[src/rtl/dm163_pkg.sv]
`default_nettype none
// ============================================================================
// dm163_pkg : shared geometry constants, scan state encoding, gamma word builder
// Revision  : 1.0
// ============================================================================
package dm163_pkg;

  localparam int N_COLS         = 8;
  localparam int BITS_PER_PIXEL = 24;
  localparam int COL_BITS       = N_COLS * BITS_PER_PIXEL;
  localparam int GAMMA_CH       = 24;
  localparam int GAMMA_BITS     = GAMMA_CH * 6;

  typedef enum logic [2:0] {
    ST_DM_RST,
    ST_GAMMA_SHIFT,
    ST_GAMMA_LATCH,
    ST_IDLE,
    ST_LOAD,
    ST_SHIFT,
    ST_LATCH,
    ST_SHOW
  } state_t;

  // Gamma pattern left-aligned so the shifter can always start from the MSB.
  function automatic logic [COL_BITS-1:0] gamma_word(input logic [5:0] value);
    logic [COL_BITS-1:0] w;
    w = '0;
    for (int i = 0; i < GAMMA_CH; i++) begin
      w[COL_BITS-1-6*i -: 6] = value;
    end
    return w;
  endfunction

endpackage
`default_nettype wire

[src/rtl/dm163_shifter.sv]
`default_nettype none
// ============================================================================
// dm163_shifter : MSB-first serialiser, two clk cycles per bit (sck low, high)
// Revision      : 1.0
// ============================================================================
module dm163_shifter
  import dm163_pkg::*;
#(
  parameter int WIDTH = COL_BITS
) (
  input  logic             clk,
  input  logic             rst_n,
  input  logic             load,
  input  logic [WIDTH-1:0] data,
  input  logic [7:0]       bit_count,
  input  logic             start,
  output logic             sck,
  output logic             sda,
  output logic             done
);

  logic [WIDTH-1:0] shreg;
  logic [7:0]       remaining;
  logic             busy;
  logic             phase_a;

  // done is high during the final sck-high cycle so the caller can latch
  // on the very next cycle with registered outputs.
  always_ff @(posedge clk or negedge rst_n) begin
    if (!rst_n) begin
      shreg     <= '0;
      remaining <= '0;
      busy      <= 1'b0;
      phase_a   <= 1'b0;
      sck       <= 1'b0;
      sda       <= 1'b0;
      done      <= 1'b0;
    end else begin
      done <= 1'b0;
      if (load) begin
        shreg <= data;
      end
      if (start) begin
        busy      <= 1'b1;
        phase_a   <= 1'b1;
        sck       <= 1'b0;
        sda       <= load ? data[WIDTH-1] : shreg[WIDTH-1];
        remaining <= bit_count - 8'd1;
      end else if (busy) begin
        if (phase_a) begin
          sck     <= 1'b1;
          phase_a <= 1'b0;
          if (remaining == 8'd0) begin
            done <= 1'b1;
          end
        end else if (remaining == 8'd0) begin
          busy <= 1'b0;
          sck  <= 1'b0;
          sda  <= 1'b0;
        end else begin
          shreg     <= shreg << 1;
          sda       <= shreg[WIDTH-2];
          sck       <= 1'b0;
          phase_a   <= 1'b1;
          remaining <= remaining - 8'd1;
        end
      end
    end
  end

endmodule
`default_nettype wire

[src/rtl/dm163_scan_ctrl.sv]
`default_nettype none
// ============================================================================
// dm163_scan_ctrl : DM163 gamma init then continuous 8-column colorshield scan
// Revision        : 1.0
// ============================================================================
module dm163_scan_ctrl
  import dm163_pkg::*;
#(
  parameter int          HOLD_CYCLES = 1000,
  parameter int          RST_CYCLES  = 8,
  parameter logic [5:0]  GAMMA_VALUE = 6'h3F
) (
  input  logic                clk,
  input  logic                rst_n,
  input  logic                enable,
  input  logic [COL_BITS-1:0] col_bits,
  output logic [2:0]          col_idx,
  output logic                dm_rst_n,
  output logic                dm_sb,
  output logic                dm_sck,
  output logic                dm_sda,
  output logic                dm_lat,
  output logic [7:0]          channel_en,
  output logic                ready,
  output logic                frame_done
);

  localparam int CNT_MAX = (HOLD_CYCLES > RST_CYCLES) ? HOLD_CYCLES : RST_CYCLES;
  localparam int CNT_W   = $clog2(CNT_MAX + 1);

  state_t              state;
  logic [CNT_W-1:0]    cnt;
  logic [2:0]          col;
  logic [2:0]          next_col;
  logic                last_col;
  logic                sh_start;
  logic                sh_done;
  logic [COL_BITS-1:0] sh_data;
  logic [7:0]          sh_bits;

  assign last_col = (col == 3'(N_COLS - 1));
  assign next_col = last_col ? 3'd0 : col + 3'd1;

  // Gamma shift starts on the same edge that releases the DM163 reset.
  assign sh_start = ((state == ST_DM_RST) && (cnt == CNT_W'(RST_CYCLES - 1)))
                  || (state == ST_LOAD);
  assign sh_data  = (state == ST_DM_RST) ? gamma_word(GAMMA_VALUE) : col_bits;
  assign sh_bits  = (state == ST_DM_RST) ? 8'(GAMMA_BITS) : 8'(COL_BITS);

  dm163_shifter #(
    .WIDTH (COL_BITS)
  ) u_shifter (
    .clk       (clk),
    .rst_n     (rst_n),
    .load      (sh_start),
    .data      (sh_data),
    .bit_count (sh_bits),
    .start     (sh_start),
    .sck       (dm_sck),
    .sda       (dm_sda),
    .done      (sh_done)
  );

  always_ff @(posedge clk or negedge rst_n) begin
    if (!rst_n) begin
      state      <= ST_DM_RST;
      cnt        <= '0;
      col        <= 3'd0;
      col_idx    <= 3'd0;
      dm_rst_n   <= 1'b0;
      dm_sb      <= 1'b0;
      dm_lat     <= 1'b0;
      channel_en <= 8'd0;
      ready      <= 1'b0;
      frame_done <= 1'b0;
    end else begin
      frame_done <= 1'b0;
      unique case (state)
        ST_DM_RST: begin
          if (cnt == CNT_W'(RST_CYCLES - 1)) begin
            cnt      <= '0;
            dm_rst_n <= 1'b1;
            state    <= ST_GAMMA_SHIFT;
          end else begin
            cnt <= cnt + 1'b1;
          end
        end
        ST_GAMMA_SHIFT: begin
          if (sh_done) begin
            dm_lat <= 1'b1;
            state  <= ST_GAMMA_LATCH;
          end
        end
        ST_GAMMA_LATCH: begin
          dm_lat <= 1'b0;
          dm_sb  <= 1'b1;
          state  <= ST_IDLE;
        end
        ST_IDLE: begin
          ready      <= 1'b1;
          channel_en <= 8'd0;
          col        <= 3'd0;
          col_idx    <= 3'd0;
          if (enable) begin
            state <= ST_LOAD;
          end
        end
        ST_LOAD: begin
          state <= ST_SHIFT;
        end
        ST_SHIFT: begin
          // Previous column stays lit until the new data is latched.
          if (sh_done) begin
            dm_lat     <= 1'b1;
            channel_en <= 8'd0;
            state      <= ST_LATCH;
          end
        end
        ST_LATCH: begin
          dm_lat     <= 1'b0;
          channel_en <= 8'b1 << col;
          cnt        <= '0;
          state      <= ST_SHOW;
        end
        ST_SHOW: begin
          if (cnt == CNT_W'(HOLD_CYCLES - 1)) begin
            cnt        <= '0;
            frame_done <= last_col;
            if (enable) begin
              col     <= next_col;
              col_idx <= next_col;
              state   <= ST_LOAD;
            end else begin
              col        <= 3'd0;
              col_idx    <= 3'd0;
              channel_en <= 8'd0;
              state      <= ST_IDLE;
            end
          end else begin
            cnt <= cnt + 1'b1;
          end
        end
        default: begin
          state <= ST_DM_RST;
        end
      endcase
    end
  end

endmodule
`default_nettype wire

[config.mk]
export PLATFORM = sky130hd
export DESIGN_NAME = dm163_scan_ctrl
export DESIGN_NICKNAME = d
export VERILOG_FILES = /design/src/rtl/dm163_pkg.sv /design/src/rtl/dm163_shifter.sv /design/src/rtl/dm163_scan_ctrl.sv
export SDC_FILE = /design/constraint.sdc
export NUM_CORES = 1
export LEC_CHECK = 0
export ABC_CLOCK_PERIOD_IN_PS = 7450
export CAP_MARGIN = 15
export CORE_MARGIN = 10
export CORE_UTILIZATION = 38
export CTS_CLUSTER_SIZE = 12
export DETAILED_ROUTE_END_ITERATION = 10
export GPL_TIMING_DRIVEN = 0
export PLACE_DENSITY_LB_ADDON = 0.05
export RECOVER_POWER = 25
export SETUP_SLACK_MARGIN = 0.3
export SKIP_LAST_GASP = 1
export SYNTH_ARGS = -nofsm -noshare
export SYNTH_HDL_FRONTEND = slang
export SYNTH_SLANG_ARGS = --single-unit
[constraint.sdc]
create_clock -name clk -period 7.45 [get_ports clk]
set_input_delay 1.49 -clock clk [delete_from_list [all_inputs] [get_ports clk]]
set_output_delay 1.49 -clock clk [all_outputs]
set_load 0.02 [all_outputs]
==> results of run 1 <==
## cell type report
class | instances | area (um2)
fill | 2682 | 13500
sequential | 233 | 5830
multi-input combinational | 882 | 4540
timing repair buffer | 214 | 2170
clock buffer | 36 | 739
tap | 378 | 473
buffer | 90 | 402
clock inverter | 12 | 235
inverter | 9 | 33.8
antenna | 1 | 2.50
## stage by stage
| stage | hold WS [ns] | std cells |
|---|---|---|
| after floorplan | 0.490 | 1214 |
| after global placement | 0.449 | 1804 |
| after detailed placement | 0.454 | 1806 |
| after CTS | 0.470 | 1854 |
| after global routing | 0.498 | 1854 |
| final | 0.464 | 1855 |
## registers in the layout, summed over array words and instances, names as in the netlist
signal / flops
channel_en: 8
cnt: 10
col: 3
dm_lat: 1
dm_rst_n: 1
dm_sb: 1
frame_done: 1
ready: 1
state: 3
u_shifter.busy: 1
u_shifter.done: 1
u_shifter.phase_a: 1
u_shifter.remaining: 8
u_shifter.sck: 1
u_shifter.sda: 1
u_shifter.shreg: 191
## worst min-delay path by stage
stage | from | end | slack (ns) | cells past startpoint
finish | dm_sb | dm_sb | 0.46 | 1
global placement | dm_sb | dm_sb | 0.45 | 1
global route | dm_rst_n | dm_rst_n | 0.50 | 1
detailed placement | dm_rst_n | dm_rst_n | 0.45 | 1
floorplan | u_shifter.remaining[7] | u_shifter.remaining[7] | 0.49 | 2
CTS | dm_sb | dm_sb | 0.47 | 1
## cells by family (layout without fill, tap and decap cells)
group           count (synthesis)  after routing  share of synthesized area, %
compound gates                250            250                          14.4
xor+xnor                        8              8                         0.648
fa+ha+maj                       8              8                         0.926
buf+inv                        99            361                          4.04
flops                         233            233                          54.0
mux                            50             50                          4.63
other cells                     0              1                             0
simple gates                  566            566                          21.4
## placed cells by master (no fill, tap or decap), types with 9 or more instances in the layout
| master | synthesis | routed |
|---|---|---|
| a21oi_1 | 10 | 10 |
| a31oi_1 | 144 | 144 |
| buf_2 | 25 | 24 |
| clkbuf_1 | 55 | 63 |
| clkbuf_16 | 0 | 27 |
| clkdlybuf4s50_1 | 0 | 211 |
| dfrtp_1 | 233 | 233 |
| inv_1 | 9 | 9 |
| mux2i_1 | 50 | 50 |
| nand2_1 | 349 | 349 |
| nor2_1 | 157 | 157 |
| o21ai_0 | 12 | 12 |
| o21ai_1 | 48 | 48 |
## per-layer routing
layer	routed length [um]	track usage [%]
met1	15100	24.8
met3	1650	3.64
met2	13200	24.6
met5	28	0
met4	525	3.30
## power groups by stage
stage               combinational (mW)  sequential (mW)  clock, mW
floorplan                       0.0377             1.34          0
global placement                 0.177             1.35          0
detailed placement               0.183             1.35          0
CTS                              0.184             1.33       1.49
global route                     0.200             1.33       1.54
finish                           0.179             1.33       1.46
## worst register-to-register path: stages, from the launching register on
cell	delay, ns
dfrtp_1	0.35
clkbuf_1	0.21
or3_4	0.45
nor4_4	0.56
nor2_2	0.19
clkbuf_1	0.31
nand2_1	0.15
ha_1	0.14
buf_1	0.30
nand3_1	0.14
mux2i_1	0.15
a211oi_1	0.22
==> summary.txt, run 1 <==
RSZ-0062 raised after global routing -> false
Worst Max-Slew Pin Slew -> 2.12 ns
reg2reg path depth -> 11
post-synthesis async set-or-reset flop share -> 100%
post-synthesis average cell area -> 8.90 um2
Via Count -> 9310
Vias/cell -> 5.02
failing checks -> capacitance limit, slew limit
fraction of layout instances using a drive strength above 1 -> 5.56%
count leader, synth -> nand2_1
post-CTS setup repair buffer count -> 0
Slew Limit Headroom -> -41.1%
all-layer global routing usage -> 16.8%
CTS max path bufs -> 3
worst reg-to-reg setup slack -> 4.20 ns
final hold viol count -> 0
Synthesized Nets -> 1417
FF-to-FF Start -> state[0]
pwr dens -> 205 nW/um2
grt ovf -> 0
CP Depth -> 11
clk slew on worst S/H paths -> 0.06 ns
Max Cap Viol -> 1
Final GP Congestion -> 0.782
Req. time, crit path -> 7.88 ns
DRT iter0 DRCs -> 667
Root Buffer -> clkbuf_16
TritonCTS clock tree -> yes
CP delay by family, top -> simple AND/OR/NAND/NOR gates
critical path's slowest cell -> nor4_4
mapped cell area -> 10800 um2
Synth top cells by count -> nand2_1 (349), dfrtp_1 (233), nor2_1 (157)
P_int -> 2.35 mW
CP most frequent cell -> clkbuf_1
Post-synth top flop -> dfrtp_1
Critical Path Sink -> u_shifter.remaining[4]
Seq/Total Area, Yosys -> 54.0%
ranking of synthesized cells by area -> dfrtp_1 (54%), nand2_1 (12%), a31oi_1 (8.3%), nor2_1 (5.5%), mux2i_1 (4.6%)
largest net degree at the start of global routing -> 107
Yosys Warn Count -> 0
Tmin final -> 3.25 ns
IO Count -> 213
share of the synthesized area in the top cell type -> 54.0%
CTS H-tree depth -> 1
initial antenna violation count -> 3
FMAX -> 0.308 GHz
cells along the critical path -> clkbuf_1, or3_4, nor4_4, nor2_2, clkbuf_1, nand2_1, ha_1, buf_1, nand3_1, mux2i_1, a211oi_1
effective utilization at floorplan -> 38.7%
hold buffers post-CTS -> 0
CP max FO -> 10
final antenna-violating net count -> 0
post-route total power -> 2.96 mW
Setup WS post-layout -> 4.20 ns
finished layout cell area -> 14400 um2
Total Wirelength -> 30500 um
RR Endpoint -> u_shifter.remaining[4]
Synth area leader -> dfrtp_1
final setup vio count -> 0
sequential share of power -> 44.8%
Post-synth EDFFs -> 0
CP Launch Point -> state[0]
first-pass GRT wire length -> 49900 um
Comb power frac -> 6.0%
latest clock arrival within the worst-skew pair -> 0.53 ns
Area after DPL -> 13500 um2
CP arrival -> 3.68 ns
CP startpoint kind -> register
Final Max Tran Viols -> 34
core box area -> 27900 um2
cts repair resizes -> 0
Post-Place Setup Slack -> 4.20 ns
setup TNS -> 0 ns
status -> finished with violations
Die Width -> 189 um
Detailed Routing Iterations Pass 1 -> 5
max incr delay on CP -> 0.56 ns
clock share of power -> 49.2%
WS Path Type -> register to register
Final nets -> 1660
worst vdd ir -> 0.128 mV
I/O Buffers -> 212
row cnt -> 61
#FFs+latches synth -> 233
vias in the first global route -> 9434
Detailed Place HPWL -> 21700 um
WP buf/inv -> 3
NetSw -> 0.607 mW
Total Die Area -> 35600 um2
area grow syn2layout -> 33.5%
Final Cycle Share -> 43.6%
Core Util, Final -> 51.6%
Num CTS Buffers -> 27
DIE HEIGHT -> 189 um
Post-Synthesis Cells -> 1214
DR WL/cell -> 16.4 um
Synth cell types -> 54
clk_skew -> 0.0180 ns
leakage power -> 5.99 nW
CTS sink count -> 233
CP Capture Type -> register
Sw Share -> 20.5%
DRC -> 0
worst hold-check path type -> register to register
(Power assumes the default switching activity.)
==> inputs of run 2 (changes only) <==
- ABC_CLOCK_PERIOD_IN_PS: 7450 -> 2990
- clock period: 7.45 -> 2.99 ns (I/O delays scaled with it)
==> run 2 against run 1 <==
Cell area grew 0.73%. Highest routed layer unchanged. First-iteration DRC count rose by 1.0%. The run now ends clean. Sequential share of layout area shrank 0.27 points. Utilization is 0.38 points higher. Total power rose by 150%. Combinational power rose by 150%. Setup slack got worse by 3.8 ns. Sequential power up 150%. Clock skew is 0.0014 ns higher. Flip-flop and latch count unchanged. Register-to-register slack worse by 3.8 ns.
==> summary.txt, run 2 (same netlist as run 1, synthesis figures left out) <==
status -> finished, final reports clean
largest registers -> u_shifter.shreg x191, cnt x10
Comb power frac -> 6.0% (about the same)
DIE HEIGHT -> 189 um (unchanged)
first-pass GRT wire length -> 50000 um (+0.24%)
CTS H-tree depth -> 1 (unchanged)
final hold viol count -> 0 (unchanged)
commonest non-fill, non-tap cells in the layout -> nand2_1 (349), dfrtp_1 (230), clkdlybuf4s50_1 (211)
Slew Limit Headroom -> 11.0% (+52 points)
RSZ-0062 raised after global routing -> false
core box area -> 27900 um2 (unchanged)
Detailed Place HPWL -> 21700 um (unchanged)
Die Width -> 189 um (unchanged)
area grow syn2layout -> 34.5%
sequential share of power -> 44.8% (about the same)
Worst Max-Slew Pin Slew -> 1.34 ns (-0.782 ns)
largest net degree at the start of global routing -> 107 (unchanged)
Top Layer Used -> met5
Total Wirelength -> 30600 um (+0.40%)
P_int -> 5.86 mW (+150%)
Final Max Tran Viols -> 0 (-100%)
final setup vio count -> 0 (unchanged)
clk_skew -> 0.0194 ns (+0.00142 ns)
CP max FO -> 9 (-1)
Root Buffer -> clkbuf_16
Tmin final -> 2.58 ns (-0.667 ns)
finished layout cell area -> 14500 um2 (+0.73%)
met3 WL -> 1440 um (-13%)
commonest non-fill, non-tap cell in the layout -> nand2_1
FMAX -> 0.387 GHz (+26%)
worst hold-check path type -> register to register
initial antenna violation count -> 3 (unchanged)
Post-Layout Cell Count -> 1863 (+0.43%)
Detailed Routing Iterations Pass 1 -> 5 (unchanged)
CTS sink count -> 233 (unchanged)
NetSw -> 1.52 mW (+150%)
max reg flops -> 191 (unchanged)
post-route total power -> 7.38 mW (+150%)
Max Cap Viol -> 0 (-1)
I/O Buffers -> 212 (unchanged)
Final nets -> 1668 (+0.48%)
latest clock arrival within the worst-skew pair -> 0.53 ns (about the same)
Area after DPL -> 13500 um2 (unchanged)
clock share of power -> 49.2% (about the same)
Vias/cell -> 5.02 (about the same)
CTS max path bufs -> 3 (unchanged)
met2 wire length -> 13300 um (+0.80%)
Req. time, crit path -> 3.42 ns (-4.46 ns)
final antenna-violating net count -> 0 (unchanged)
effective utilization at floorplan -> 38.7% (unchanged)
worst vdd ir -> 0.319 mV (+150%)
WS Path Type -> register to register
vias in the first global route -> 9451 (+0.18%)
fraction of layout instances using a drive strength above 1 -> 6.74% (+1.2 points)
all-layer global routing usage -> 16.8% (+0.039 points)
Via Count -> 9348 (+0.41%)
clk slew on worst S/H paths -> 0.06 ns (about the same)
M1 WL -> 15300 um (+1.5%)
grt ovf -> 0 (unchanged)
Setup WS post-layout -> 0.409 ns (-3.79 ns)
Final GP Congestion -> 0.782 (unchanged)
Fill cells -> 2682 (unchanged)
IO Count -> 213 (unchanged)
DR WL/cell -> 16.4 um (about the same)
row cnt -> 61 (unchanged)
DRC -> 0 (unchanged)
CP Capture Type -> register
Top reg by flops -> u_shifter.shreg
Sw Share -> 20.5% (+0.036 points)
Core Util, Final -> 52.0% (+0.38 points)
leakage power -> 6.05 nW (+1.0%)
pwr dens -> 508 nW/um2 (+150%)
Total Die Area -> 35600 um2 (unchanged)
Post-Place Setup Slack -> -0.208 ns (-4.40 ns)
CP startpoint kind -> register
DRT iter0 DRCs -> 674 (+1.0%)
Inst Count DP -> 1806 (unchanged)
CP arrival -> 3.01 ns (-0.67 ns)
Num CTS Buffers -> 27 (unchanged)
TritonCTS clock tree -> yes
Final Cycle Share -> 86.3% (+43 points)
[run 2: cell count changes in the layout (fill, tap and decap cells not counted), sizes merged]
cell	change
clkbuf	-2
buf	+9
dlygate4sd3	+1
[run 2: final timing paths]
path / start / end / slack, ns / cells after the start
worst max-delay path: state[0] / u_shifter.remaining[4] / 0.41 / 10
worst min-delay path: dm_sb / dm_sb / 0.46 / 1
worst max register to register: state[0] / u_shifter.remaining[4] / 0.41 / 10
worst min register to register: dm_sb / dm_sb / 0.46 / 1
max in group asynchronous: rst_n / u_shifter.shreg[85] / 0.81 / 3
min in group asynchronous: rst_n / cnt[3] / 0.54 / 2
[run 2: per-stage QoR]
| step | setup TNS (ns) | hold slack [ns] |
|---|---|---|
| floorplan | 0 | 0.302 |
| global placement | -2119.51 | 0.449 |
| detailed placement | -0.455 | 0.454 |
| CTS | 0 | 0.470 |
| global route | 0 | 0.498 |
| finish | 0 | 0.464 |
[run 2: layout make-up]
type | instances | area, um2 | area share (%)
antenna | 1 | 2.50 | 0.0172
inverter | 9 | 33.8 | 0.232
tap | 378 | 473 | 3.25
buffer | 90 | 424 | 2.92
sequential | 233 | 5830 | 40.1
multi-input combinational | 882 | 4560 | 31.4
clock buffer | 36 | 739 | 5.09
timing repair buffer | 222 | 2220 | 15.3
clock inverter | 12 | 235 | 1.62
[run 2: worst max-delay path, stage by stage (launching register included)]
cell and delay [ns]:
dfrtp_1 0.35, clkbuf_1 0.21, nor3_2 0.79, nor2_4 0.17, buf_8 0.18, nand2_1 0.06
ha_1 0.15, buf_6 0.13, nand3_1 0.08, mux2i_1 0.14, a211oi_1 0.22
[run 2: power by group through the flow]
| stage | combinational [mW] | sequential [mW] | clock, mW |
|---|---|---|---|
| floorplan | 0.0940 | 3.35 | 0 |
| global placement | 0.442 | 3.36 | 0 |
| detailed placement | 0.456 | 3.36 | 0 |
| CTS | 0.460 | 3.30 | 3.72 |
| global route | 0.496 | 3.32 | 3.84 |
| finish | 0.445 | 3.31 | 3.63 |
[run 2: repair_timing]
action / 4_1_cts / 5_1_grt
buffers inserted: 3 / 4
resized for setup: 5 / 17
setup endpoints to repair: 3 / 6
hold buffers: 1 / 0
endpoints found under the hold margin: 33 / 0
pin swaps: 1 / 0
[run 2: routing by layer]
metal | track usage, % | vias to the layer above
met5 | 0 | -
met4 | 3.30 | 4
met3 | 3.64 | 37
met2 | 24.6 | 220
met1 | 24.9 | 4427
li1 | - | 4660
